[config.mk]
export PLATFORM = sky130hd
export DESIGN_NAME = trunc_add_vec_pipe_flat
export DESIGN_NICKNAME = d
export VERILOG_FILES = /design/src/rtl/trunc_add_vec_pipe_if.sv /design/src/rtl/trunc_add_vec_pipe.sv /design/src/flat_wrapper.sv
export SDC_FILE = /design/constraint.sdc
export NUM_CORES = 1
export LEC_CHECK = 0
export ABC_AREA = 1
export CAP_MARGIN = 20
export CORE_UTILIZATION = 50
export DETAILED_ROUTE_END_ITERATION = 16
export HOLD_SLACK_MARGIN = 0.12
export PLACE_DENSITY_LB_ADDON = 0.25
export SYNTH_ARGS = -nofsm -noshare
export SYNTH_HDL_FRONTEND = slang
export SYNTH_SLANG_ARGS = --single-unit
[constraint.sdc]
create_clock -name clk -period 3.6 [get_ports clk]
set_clock_uncertainty 0.15 [all_clocks]
set_input_delay 1.08 -clock clk [delete_from_list [all_inputs] [get_ports clk]]
set_output_delay 1.08 -clock clk [all_outputs]
set_load 0.02 [all_outputs]
[src/rtl/trunc_add_vec_pipe_if.sv]
// Handshake and data bundle for the SIMD truncating adder.
// The master side feeds operands and consumes results; the slave side is the adder.
interface trunc_add_vec_pipe_if #(
    parameter int WIDTH = 8,
    parameter int LANES = 4
);
    logic                   in_valid;
    logic                   in_ready;
    logic [LANES*WIDTH-1:0] in_a;
    logic [LANES*WIDTH-1:0] in_b;
    logic [LANES-1:0]       in_cin;
    logic                   in_round;
    logic                   out_valid;
    logic                   out_ready;
    logic [LANES*WIDTH-1:0] out_sum;
    logic [LANES-1:0]       out_sat;

    modport master (
        output in_valid, in_a, in_b, in_cin, in_round, out_ready,
        input  in_ready, out_valid, out_sum, out_sat
    );

    modport slave (
        input  in_valid, in_a, in_b, in_cin, in_round, out_ready,
        output in_ready, out_valid, out_sum, out_sat
    );
endinterface

[src/rtl/trunc_add_vec_pipe.sv]
// LANES-wide SIMD adder: per lane (a + b + cin) >>> SHIFT with optional round-half-up
// and saturation; two register stages with valid/ready backpressure.
module trunc_add_vec_pipe #(
    parameter int WIDTH = 8,
    parameter int LANES = 4,
    parameter int SHIFT = 1
) (
    input  logic                 clk,
    input  logic                 rst,
    trunc_add_vec_pipe_if.slave  bus
);
    // Two guard bits cover a + b + cin over the full signed operand range.
    localparam int FW = WIDTH + 2;
    localparam logic signed [FW-1:0] QMAX = {3'b000, {(WIDTH-1){1'b1}}};
    localparam logic signed [FW-1:0] QMIN = {3'b111, {(WIDTH-1){1'b0}}};

    function automatic logic signed [FW-1:0] sxt(input logic [WIDTH-1:0] x);
        return {{2{x[WIDTH-1]}}, x};
    endfunction

    function automatic logic signed [FW-1:0] round_shift(input logic signed [FW-1:0] full,
                                                         input logic rnd);
        logic signed [FW-1:0] bias;
        bias = '0;
        if (rnd) bias[SHIFT-1] = 1'b1;
        return (full + bias) >>> SHIFT;
    endfunction

    // Returns {sat, value}.
    function automatic logic [WIDTH:0] saturate(input logic signed [FW-1:0] q);
        if (q > QMAX) return {1'b1, QMAX[WIDTH-1:0]};
        if (q < QMIN) return {1'b1, QMIN[WIDTH-1:0]};
        return {1'b0, q[WIDTH-1:0]};
    endfunction

    logic                   vld_p1;
    logic                   vld_p2;
    logic                   rnd_p1;
    logic signed [FW-1:0]   full_p1 [LANES];
    logic signed [FW-1:0]   full_d  [LANES];
    logic [LANES*WIDTH-1:0] sum_d;
    logic [LANES*WIDTH-1:0] sum_p2;
    logic [LANES-1:0]       sat_d;
    logic [LANES-1:0]       sat_p2;
    logic                   s2_adv;
    logic                   s1_load;

    assign s2_adv       = !vld_p2 || bus.out_ready;
    assign bus.in_ready = !vld_p1 || s2_adv;
    assign s1_load      = bus.in_valid && bus.in_ready;

    always_comb begin
        for (int i = 0; i < LANES; i++) begin
            full_d[i] = sxt(bus.in_a[i*WIDTH +: WIDTH]) + sxt(bus.in_b[i*WIDTH +: WIDTH])
                      + FW'(bus.in_cin[i]);
        end
    end

    always_comb begin
        sum_d = '0;
        sat_d = '0;
        for (int i = 0; i < LANES; i++) begin
            {sat_d[i], sum_d[i*WIDTH +: WIDTH]} = saturate(round_shift(full_p1[i], rnd_p1));
        end
    end

    // Stage boundary p1: widened lane sums plus the beat's rounding mode.
    always_ff @(posedge clk) begin
        if (s1_load) begin
            full_p1 <= full_d;
            rnd_p1  <= bus.in_round;
        end
    end

    // Stage boundary p2: rounded, shifted, clamped results; outputs hold when empty.
    always_ff @(posedge clk) begin
        if (rst) begin
            vld_p1 <= 1'b0;
            vld_p2 <= 1'b0;
            sum_p2 <= '0;
            sat_p2 <= '0;
        end else begin
            if (bus.in_ready) vld_p1 <= bus.in_valid;
            if (s2_adv) begin
                vld_p2 <= vld_p1;
                if (vld_p1) begin
                    sum_p2 <= sum_d;
                    sat_p2 <= sat_d;
                end
            end
        end
    end

    assign bus.out_valid = vld_p2;
    assign bus.out_sum   = sum_p2;
    assign bus.out_sat   = sat_p2;
endmodule

[src/flat_wrapper.sv]
// flat-port wrapper written by rule: the top's interface ports become plain ports
module trunc_add_vec_pipe_flat 
#(
    parameter int WIDTH = 8,
    parameter int LANES = 4,
    parameter int SHIFT = 1
)
  (clk, rst, bus_in_valid, bus_in_a, bus_in_b, bus_in_cin, bus_in_round, bus_out_ready, bus_in_ready, bus_out_valid, bus_out_sum, bus_out_sat);
  trunc_add_vec_pipe_if #(.WIDTH(WIDTH), .LANES(LANES)) bus_i ();
  input  logic clk;
  input  logic rst;
  input wire logic [$bits(bus_i.in_valid)-1:0] bus_in_valid;
  input wire logic [$bits(bus_i.in_a)-1:0] bus_in_a;
  input wire logic [$bits(bus_i.in_b)-1:0] bus_in_b;
  input wire logic [$bits(bus_i.in_cin)-1:0] bus_in_cin;
  input wire logic [$bits(bus_i.in_round)-1:0] bus_in_round;
  input wire logic [$bits(bus_i.out_ready)-1:0] bus_out_ready;
  output wire logic [$bits(bus_i.in_ready)-1:0] bus_in_ready;
  output wire logic [$bits(bus_i.out_valid)-1:0] bus_out_valid;
  output wire logic [$bits(bus_i.out_sum)-1:0] bus_out_sum;
  output wire logic [$bits(bus_i.out_sat)-1:0] bus_out_sat;
  assign bus_i.in_valid = bus_in_valid;
  assign bus_i.in_a = bus_in_a;
  assign bus_i.in_b = bus_in_b;
  assign bus_i.in_cin = bus_in_cin;
  assign bus_i.in_round = bus_in_round;
  assign bus_i.out_ready = bus_out_ready;
  assign bus_in_ready = bus_i.in_ready;
  assign bus_out_valid = bus_i.out_valid;
  assign bus_out_sum = bus_i.out_sum;
  assign bus_out_sat = bus_i.out_sat;
  trunc_add_vec_pipe #(.WIDTH(WIDTH), .LANES(LANES), .SHIFT(SHIFT)) u_core (.clk(clk), .rst(rst), .bus(bus_i));
endmodule
==> results.md <==
Critical path:
- Measured in cells, the most critical reg-to-reg path has a length of 10.
- Data on the critical path is required at its endpoint by about 3500 ps.
- The worst setup path is captured at a register.
- The startpoint type of the worst setup path is an input pin.
- The launch point of the worst path is bus_in_b[16].
- The worst path arrival time is 3160 ps.
- The worst setup path is of the in -> reg kind.
- Of all nets on the critical path, the largest fanout is 3.
- The flop-to-flop setup slack is ~1300 ps.
- The startpoint of the worst-slack reg-to-reg timing path is u_core.rnd_p1.
- The endpoint identified for the worst register-to-register timing path is u_core.bus.out_sum[20].
- The critical path capture point is u_core.full_p1[16].

Finish:
- The multi-input combinational cells in the finished layout cover a total of between 0.003 and 0.004 mm^2.
- The share of cells above drive strength 1 is 4.72%.
- Leaving out fill and tap cells, the most frequent cells in the layout are sky130_fd_sc_hd__nand2_1 (260), sky130_fd_sc_hd__inv_1 (128), sky130_fd_sc_hd__clkdlybuf4s50_1 (109).
- After filler insertion, the fill cell instance count of the layout stands at 985.
- Once layout is complete, the utilization of the core stands at ~67%.
- The antenna diode count is 0.
- The area growth from synthesis to layout is 28.1%.
- The net count reported at finish is about 1,000.
- The register cell area after layout is 0.00199 mm^2.
- The commonest non-fill, non-tap cell in the layout is sky130_fd_sc_hd__nand2_1.

Flow run:
- The tool flagged a number of max-cap violations equal to 0.

Detailed routing:
- The count of nets left with antenna violations after detail routing is 0.
- After detailed routing, the number of remaining DRC violations is 0.
- The total iterations of the first detailed-routing run is 5.
- The number of vias in the routed layout is 5,312.
- The aggregate routed wire length is 12,000 um.
- The first routing iteration left 282 violations.
- The average via count per standard cell is 4.96.
- The average wire length per cell after detail routing is 11.2 um.

Floorplanning:
- In this run the standard cell core region covers around 0.011 mm^2.
- The starting density of the core is around 52%.
- The placement row count is 38.
- The die is ~110 um wide.
- The floorplan step set the die height to roughly 110 um.
- The die covers 0.0119 mm^2.
- 111 I/O pins were placed.

Synth:
- After synthesis the netlist holds a flip-flop and latch count of 79.
- The number of nets produced by synthesis is approximately 930.
- The mapped netlist covers between 0.005 and 0.006 mm^2.
- During synthesis, Yosys emitted a total of 0 warnings.
- Synthesis produced a netlist whose cell count is 808.
- The number of unique standard cell types used by synthesis is 32.
- The average instance area after synthesis is 7.13 um^2.
- Sequential elements use between 30% and 40% of the synthesized area.

Place:
- The half-perimeter wire length after placement is 9550 um.
- At the end of routability-driven placement, the weighted congestion stood at 0.914.
- Buffers placed on the I/O ports in this run total 110.

Hold path:
- The worst hold path begins at u_core.bus.out_sum[16].
- The kind of path behind the tightest hold check is reg -> reg.

Clock network:
- The tree is rooted in a sky130_fd_sc_hd__clkbuf_16.
- The number of levels the H-tree was split into is 3.
- The number of buffers inserted by hold repair at cts is 0.
- The worst-skew pair later-pin latency is 330 ps.
- The setup fix buffers added after clock tree synthesis is 0.
- The post-CTS clock slew at the launch and capture registers of the worst setup and hold paths is 60 ps.
- The number of buffers added by the clock tree synthesis step is 9.
- No sink is reached through more buffers than the 2 on the longest clock path.
- The CTS tree is built.
- The clock sink count is 79.

Timing:
- The transition time at the pin with the least slew margin is slightly below 700 ps.
- On the final layout, the worst hold slack is ~330 ps.
- The setup TNS is 0 ps.
- For the finished layout, the period the worst path requires is between 3000 and 4000 ps.
- The number of hold violations in the final report is 0.
- The share of the cycle needed by the critical path after routing is around nine tenths.
- The highest attainable clock frequency is 0.309 GHz.
- Setup repair after global routing left no endpoint under its margin.
- The count of final max-slew check failures was 0.
- Measured against its own limit, the worst slew margin works out to 53.8%.
- Setup violations remaining at the end of the flow were counted as 0.

GRT:
- The via count of the first global-routing pass is 4,958.
- The first global-routing pass estimated 20,500 um of wire.
- The global router's overall resource usage is between 20% and 30%.
- Entering global routing, the biggest net connects 27 pins.
- For this run the aggregate overflow at the end of global routing stands at 0.
- The number of antenna violations at the first check in global routing is 0.

Power and ir drop:
- The largest vdd supply drop is between 0.3 and 0.4 mV.
- The total power draw is approximately 2900 uW.
- For this design the ratio of total power to cell area is 398 mW/mm^2.
- In this run the static leakage power is 0.00359 uW.

Run status:
- The run finished with clean final reports.
-- what timing repair did --
action,in CTS,in global routing
endpoints found under the hold margin,0,0
resized for setup,0,1
endpoints found under the setup margin,0,1
-- through the flow --
stage               setup WS [ps]  instance area [um^2]  cells
CTS                          71.6                  7370   1072
global route                  214                  7380   1072
floorplan                     549                  5760    808
finish                        365                  7380   1072
detailed placement           15.0                  7050   1057
global placement             66.0                  7050   1057
-- worst max-delay path, stage by stage --
cell	delay [ps]
sky130_fd_sc_hd__clkdlybuf4s50_1	410
sky130_fd_sc_hd__ha_1	240
sky130_fd_sc_hd__fa_1	520
sky130_fd_sc_hd__ha_1	150
sky130_fd_sc_hd__inv_1	60
sky130_fd_sc_hd__nor2_1	120
sky130_fd_sc_hd__nand3_1	130
sky130_fd_sc_hd__nor2_1	210
sky130_fd_sc_hd__nand2_1	90
sky130_fd_sc_hd__xor2_1	160
-- sequential cells by signal, summed over array words and instances (netlist names) --
register,count
u_core.vld_p1,1
u_core.bus.out_sat,4
u_core.bus.out_valid,1
u_core.full_p1,40
u_core.rnd_p1,1
u_core.bus.out_sum,32
-- metal layers --
layer / GRT usage [%] / wire, um / up-vias
met2: 38.9 / 5880 / 124
met3: 4.03 / 513 / 20
met5: 0 / 0 / -
met4: 7.81 / 241 / 0
met1: 25.4 / 5390 / 2338
li1: - / - / 2830
-- cells in the mapped netlist --
library cell | instances | area [um^2]
sky130_fd_sc_hd__a31o_2 | 1 | 8.76
sky130_fd_sc_hd__nand2_2 | 12 | 75.1
sky130_fd_sc_hd__inv_1 | 128 | 480
sky130_fd_sc_hd__nand4_1 | 17 | 106
sky130_fd_sc_hd__nor2_1 | 62 | 233
sky130_fd_sc_hd__ha_1 | 44 | 551
sky130_fd_sc_hd__nor2_4 | 2 | 22.5
sky130_fd_sc_hd__a31oi_1 | 3 | 18.8
sky130_fd_sc_hd__or2_0 | 1 | 6.26
sky130_fd_sc_hd__nand4_2 | 1 | 12.5
sky130_fd_sc_hd__o21a_1 | 1 | 7.51
sky130_fd_sc_hd__edfxtp_1 | 41 | 1230
sky130_fd_sc_hd__xnor2_1 | 17 | 149
sky130_fd_sc_hd__o21ai_0 | 26 | 130
sky130_fd_sc_hd__nor3_4 | 2 | 32.5
sky130_fd_sc_hd__fa_1 | 4 | 80.1
sky130_fd_sc_hd__nand3_2 | 1 | 10.0
sky130_fd_sc_hd__nor3_1 | 1 | 5.00
sky130_fd_sc_hd__o21ai_1 | 1 | 5.00
sky130_fd_sc_hd__dfxtp_1 | 38 | 761
sky130_fd_sc_hd__nand3b_1 | 5 | 37.5
sky130_fd_sc_hd__o21bai_1 | 1 | 7.51
sky130_fd_sc_hd__buf_2 | 2 | 10.0
sky130_fd_sc_hd__or2_2 | 1 | 6.26
sky130_fd_sc_hd__nand2_1 | 260 | 976
sky130_fd_sc_hd__a21oi_4 | 2 | 32.5
sky130_fd_sc_hd__nand3_1 | 52 | 260
sky130_fd_sc_hd__nor2_2 | 3 | 18.8
sky130_fd_sc_hd__clkbuf_1 | 5 | 18.8
sky130_fd_sc_hd__xor2_1 | 24 | 210
sky130_fd_sc_hd__a21oi_1 | 48 | 240
sky130_fd_sc_hd__o211ai_1 | 2 | 15.0
-- report_power, final --
part	internal [uW]	total [uW]	switching, uW
logic	356	825	469
clock network	644	982	337
registers	1070	1130	62.7
total	2070	2940	869
-- worst min path at each step --
stage	end	slack, ps	cells after the start
floorplan	u_core.bus.out_sum[16]	400	2
global placement	u_core.bus.out_sum[24]	320	2
detailed placement	u_core.bus.out_sum[16]	310	2
CTS	u_core.bus.out_sum[16]	330	2
global route	u_core.bus.out_sum[17]	360	2
finish	u_core.bus.out_sum[16]	330	2
-- logic make-up after synthesis --
group / after synthesis / share of synthesized area, %
AND/OR/NAND/NOR: 420 / 31.3
flip-flops: 79 / 34.6
adder cells (fa/ha/maj): 48 / 11.0
AO/OA/AOI/OAI: 85 / 8.08
buffers and inverters: 135 / 8.84
XOR/XNOR: 41 / 6.24
-- final cells by class --
class,count,area share [%]
Multi-Input combinational cell,594,44.2
Sequential cell,79,27.0
Timing Repair Buffer,116,15.6
Inverter,128,6.51
Clock buffer,12,3.49
Tap cell,140,2.37
Clock inverter,3,0.882
(Power assumes the default switching activity.)
